[src/rtl/data_sampling.sv]
// ---------------------------------------------------------------------------
// data_sampling
// Oversampling bit sampler for a UART-style receiver. The serial line is
// synchronized, an edge counter runs across each bit period of P clocks, and
// three consecutive samples around the bit centre are majority-voted into
// sampled_bit.
//
// Ports
//   clk          : system clock, all state on rising edge
//   rst          : synchronous reset, active low
//   rx_in        : asynchronous serial line, idle high
//   prescale     : oversampling ratio (8, 16, 32; anything else runs as 16)
//   data_samp_en : enables edge counting and sampling
//   sampled_bit  : registered majority-voted bit value
//   finish       : one-cycle pulse, sampled_bit newly valid
//   bit_done     : one-cycle pulse after the last edge of a bit period
//   edge_cnt     : current oversampling edge index
// ---------------------------------------------------------------------------
module data_sampling #(
  parameter int PRESCALE_W = 6
) (
  input  logic                  clk,
  input  logic                  rst,
  input  logic                  rx_in,
  input  logic [PRESCALE_W-1:0] prescale,
  input  logic                  data_samp_en,
  output logic                  sampled_bit,
  output logic                  finish,
  output logic                  bit_done,
  output logic [PRESCALE_W-1:0] edge_cnt
);

  logic                  sync1_q, sync1_d;
  logic                  sync2_q, sync2_d;
  logic [PRESCALE_W-1:0] edge_cnt_q, edge_cnt_d;
  logic                  s0_q, s0_d;
  logic                  s1_q, s1_d;
  logic                  sampled_q, sampled_d;
  logic                  finish_q, finish_d;
  logic                  bit_done_q, bit_done_d;

  logic [PRESCALE_W-1:0] p_val;
  logic [PRESCALE_W-1:0] half;
  logic [PRESCALE_W-1:0] last;
  logic                  majority;

  // Unsupported ratios fall back to 16 so the counter always has a sane period.
  always_comb begin
    if (prescale == PRESCALE_W'(8) || prescale == PRESCALE_W'(16) ||
        prescale == PRESCALE_W'(32))
      p_val = prescale;
    else
      p_val = PRESCALE_W'(16);
  end

  assign half     = p_val >> 1;
  assign last     = p_val - PRESCALE_W'(1);
  assign majority = (s0_q & s1_q) | (s0_q & sync2_q) | (s1_q & sync2_q);

  always_comb begin
    sync1_d    = rx_in;
    sync2_d    = sync1_q;
    edge_cnt_d = edge_cnt_q;
    s0_d       = s0_q;
    s1_d       = s1_q;
    sampled_d  = sampled_q;
    finish_d   = 1'b0;
    bit_done_d = 1'b0;

    if (!data_samp_en) begin
      // Abandoning a bit discards partial samples and any pending pulses.
      edge_cnt_d = '0;
      s0_d       = 1'b1;
      s1_d       = 1'b1;
    end else begin
      // ">=" rather than "==" recovers if prescale shrank under a running count.
      if (edge_cnt_q >= last)
        edge_cnt_d = '0;
      else
        edge_cnt_d = edge_cnt_q + PRESCALE_W'(1);

      if (edge_cnt_q == half - PRESCALE_W'(1))
        s0_d = sync2_q;
      if (edge_cnt_q == half)
        s1_d = sync2_q;
      // Third sample is the live synchronizer output, voted in the same edge.
      if (edge_cnt_q == half + PRESCALE_W'(1)) begin
        sampled_d = majority;
        finish_d  = 1'b1;
      end
      if (edge_cnt_q == last)
        bit_done_d = 1'b1;
    end
  end

  always_ff @(posedge clk) begin
    if (!rst) begin
      sync1_q    <= 1'b1;
      sync2_q    <= 1'b1;
      edge_cnt_q <= '0;
      s0_q       <= 1'b1;
      s1_q       <= 1'b1;
      sampled_q  <= 1'b1;
      finish_q   <= 1'b0;
      bit_done_q <= 1'b0;
    end else begin
      sync1_q    <= sync1_d;
      sync2_q    <= sync2_d;
      edge_cnt_q <= edge_cnt_d;
      s0_q       <= s0_d;
      s1_q       <= s1_d;
      sampled_q  <= sampled_d;
      finish_q   <= finish_d;
      bit_done_q <= bit_done_d;
    end
  end

  assign sampled_bit = sampled_q;
  assign finish      = finish_q;
  assign bit_done    = bit_done_q;
  assign edge_cnt    = edge_cnt_q;

endmodule
[config.mk]
export PLATFORM = sky130hd
export DESIGN_NAME = data_sampling
export DESIGN_NICKNAME = d
export VERILOG_FILES = /design/src/rtl/data_sampling.sv
export SDC_FILE = /design/constraint.sdc
export NUM_CORES = 1
export LEC_CHECK = 0
export ABC_AREA = 1
export CAP_MARGIN = 30
export CORE_UTILIZATION = 51
export DETAILED_ROUTE_END_ITERATION = 10
export PLACE_DENSITY = 0.78
export SLEW_MARGIN = 10
export SYNTH_ARGS = -nofsm -noshare
export SYNTH_HDL_FRONTEND = slang
export SYNTH_SLANG_ARGS = --single-unit
[constraint.sdc]
create_clock -name clk -period 2.3 [get_ports clk]
set_input_delay 0.345 -clock clk [delete_from_list [all_inputs] [get_ports clk]]
set_output_delay 0.345 -clock clk [all_outputs]
set_load 0.005 [all_outputs]
==> results of run 1 <==
-- power by group --
group	total [mW]	internal (mW)	switching [mW]
combinational	0.100	0.0470	0.0535
clock	0.144	0.0673	0.0766
sequential	0.234	0.229	0.00462
-- cell families after synthesis --
kind of cell,count (synthesis)
adder cells (fa/ha/maj),12
AND/OR/NAND/NOR,78
AO/OA/AOI/OAI,9
buffers and inverters,21
flip-flops,13
XOR/XNOR,5
other,2
-- flip-flops by register name, summed over array words and instances (netlist names) --
signal	flops
sampled_bit	1
edge_cnt	6
s1_q	1
sync1_q	1
sync2_q	1
s0_q	1
bit_done	1
finish	1
-- cell usage after synthesis (all sizes together) --
library cell / count
conb: 2
clkbuf: 1
a211oi: 1
nand3: 19
ha: 11
xor2: 5
and2: 1
a21oi: 5
nand4: 5
nand2: 35
maj3: 1
o21a: 1
nor2: 14
inv: 20
dfxtp: 13
o21ai: 2
nor3: 2
or2: 2
-- worst paths after layout --
kind                 endpoint
setup / recovery  edge_cnt[3]
hold / removal        sync2_q
setup reg to reg  edge_cnt[3]
hold reg to reg       sync2_q
-- cell usage in the layout, fill, tap and decap left out --
| cell type | n |
|---|---|
| a211oi_1 | 1 |
| a21oi_1 | 5 |
| and2_1 | 1 |
| buf_4 | 3 |
| clkbuf_1 | 1 |
| clkbuf_4 | 3 |
| clkdlybuf4s50_1 | 18 |
| conb_1 | 9 |
| dfxtp_1 | 13 |
| ha_1 | 11 |
| inv_1 | 18 |
| inv_2 | 2 |
| maj3_1 | 1 |
| nand2_1 | 25 |
| nand2_2 | 8 |
| nand2_4 | 2 |
| nand3_1 | 16 |
| nand3_2 | 2 |
| nand3_4 | 1 |
| nand4_1 | 5 |
| nor2_1 | 7 |
| nor2_2 | 3 |
| nor2_4 | 4 |
| nor3_1 | 2 |
| o21a_1 | 1 |
| o21ai_0 | 1 |
| o21ai_1 | 1 |
| or2_2 | 2 |
| xor2_1 | 5 |
-- layout make-up --
cell class / instances / area, um^2 / area share [%]
Clock buffer: 4 / 26.3 / 2.01
Inverter: 20 / 75.1 / 5.75
Multi-Input combinational cell: 113 / 709 / 54.4
Sequential cell: 13 / 260 / 19.9
Tap cell: 25 / 31.3 / 2.40
Timing Repair Buffer: 21 / 203 / 15.5
-- layer usage --
metal  vias to the layer above  wire, um  track usage (%)
li1                        505         -                -
met1                       432      1010             27.8
met2                        34      1020             39.7
met3                         6       127             4.23
met4                         0        32             10.3
met5                         -         0                0
-- metrics by stage --
step                power (mW)  hold slack, ps  std cells  setup WS, ps
global route             0.504             444        196          16.2
CTS                      0.476             411        196           202
floorplan                0.298             380        147           428
finish                   0.478             411        196           181
global placement         0.334             390        192        -0.761
detailed placement       0.337             392        192         -53.5
-- critical path, cell delays in order --
cell             delay (ps)
clkdlybuf4s50_1         490
nor2_4                  200
nand3_4                 120
nand2_2                 120
nand2_4                  70
xor2_1                  140
ha_1                    180
a211oi_1                250
o21ai_0                 120
buf_4                   170
a21oi_1                 120
==> results.ini, run 1 <==
[clock_tree]
clock-root-buffer=clkbuf_4
clock_path_buffers=2
clkSlewWorstSetupHoldPaths_ps=80
cts_tree=done
cts.repair.resized=0
cts_sinks=13
clk_latency_ps=280
post_cts_buffers=0
ctsHoldBuffers=0
h-tree-depth=1
numCtsBuffers=3

[floorplan]
dieArea_um2=2190
io_pins=19
die_x_um=46.8
rows=15
die_h_um=46.8
start_util_pct=56.7
core_um2=1800

[yosys]
synth_area_leaders=dfxtp_1, ha_1, nand2_1
synth_top_family_by_area=simple AND/OR/NAND/NOR gates
yosysTopAreaCellShare_pct=25.5
synth-warning-count=0
synthCells=140
synth_xor_area_share_pct=4.28
ys_types=26
yosys.area_share.simple_pct=42.5
synthAdderAreaFrac_pct=14.4
yosys.area.top_type=dfxtp_1
ys_seq_elements=13
yosysSeqAreaShare_pct=25.5
muxShareOfSynthArea_pct=0
syn_avg_cell_area_um2=7.30
synth-compound-area-share_pct=4.90
mappedNetlistArea_um2=1020

[sta]
fmax_mhz=472
tns_ps=0
slew_viol_final=0
hold_viol_final=0
period_share_pct=92.1
rsz0062_at_grt=no
clock_skew_ps=3.54
fin_crit_ps=2120
setup_viol=0

[global_route]
grt_max_degree=11
grt_pass1_wl_um=3550
grt_antenna_before_repair=0
grt-ovfl-total=0
track_usage_pct=23.0
first_global_vias=858

[hold_path]
hold_class=flop to flop
min-delay-start=sync1_q
min_path_cells=2

[routing]
first_iter_violations=26
vias=977
dr.pass1.iters=4
drc=0
finalWirelength_um=2180
routedWlPerCell_um=11.1
viasPerCell=4.98
antenna_left=0

[run]
maxCapViolCount=0

[place]
port_buffers=18
gp_congestion=0.869
place_area_um2=1280
dp.final_hpwl_um=1760

[final_layout]
final_area_um2=1310
antennaDiodeCount=0
area_growth_pct=27.7
finish.utilization_pct=72.4
fillers=163
finalNetCount=193
final_layout_size_suffix_gt1_share_pct=17.5

[setup_path]
critPathArrivalTime_ps=2330
crit_required_ps=2510
cp_max_fo=6
r2r_cells=9
startpoint_type=input port
rr_startpoint=edge_cnt[0]
startpoint=prescale[5]
crit_type=input port to flop
crit_path_end_kind=flop
r2r_setup_slack_ps=680

[pwr]
ir_drop_mv=0.349
p_leak_nw=0.637
power_density_nw_per_um2=366

[outcome]
status=finished clean

Note: power is estimated with default switching activity, not from simulation.
==> run 2: changes to the inputs <==
--- a/config.mk
+++ b/config.mk
@@ -9,6 +9,7 @@
 export CAP_MARGIN = 30
 export CORE_UTILIZATION = 51
 export DETAILED_ROUTE_END_ITERATION = 10
+export GPL_ROUTABILITY_DRIVEN = 0
 export PLACE_DENSITY = 0.78
 export SLEW_MARGIN = 10
 export SYNTH_ARGS = -nofsm -noshare
==> results of run 2 <==
Final layout, timing and power as in run 1 (identical DEF).
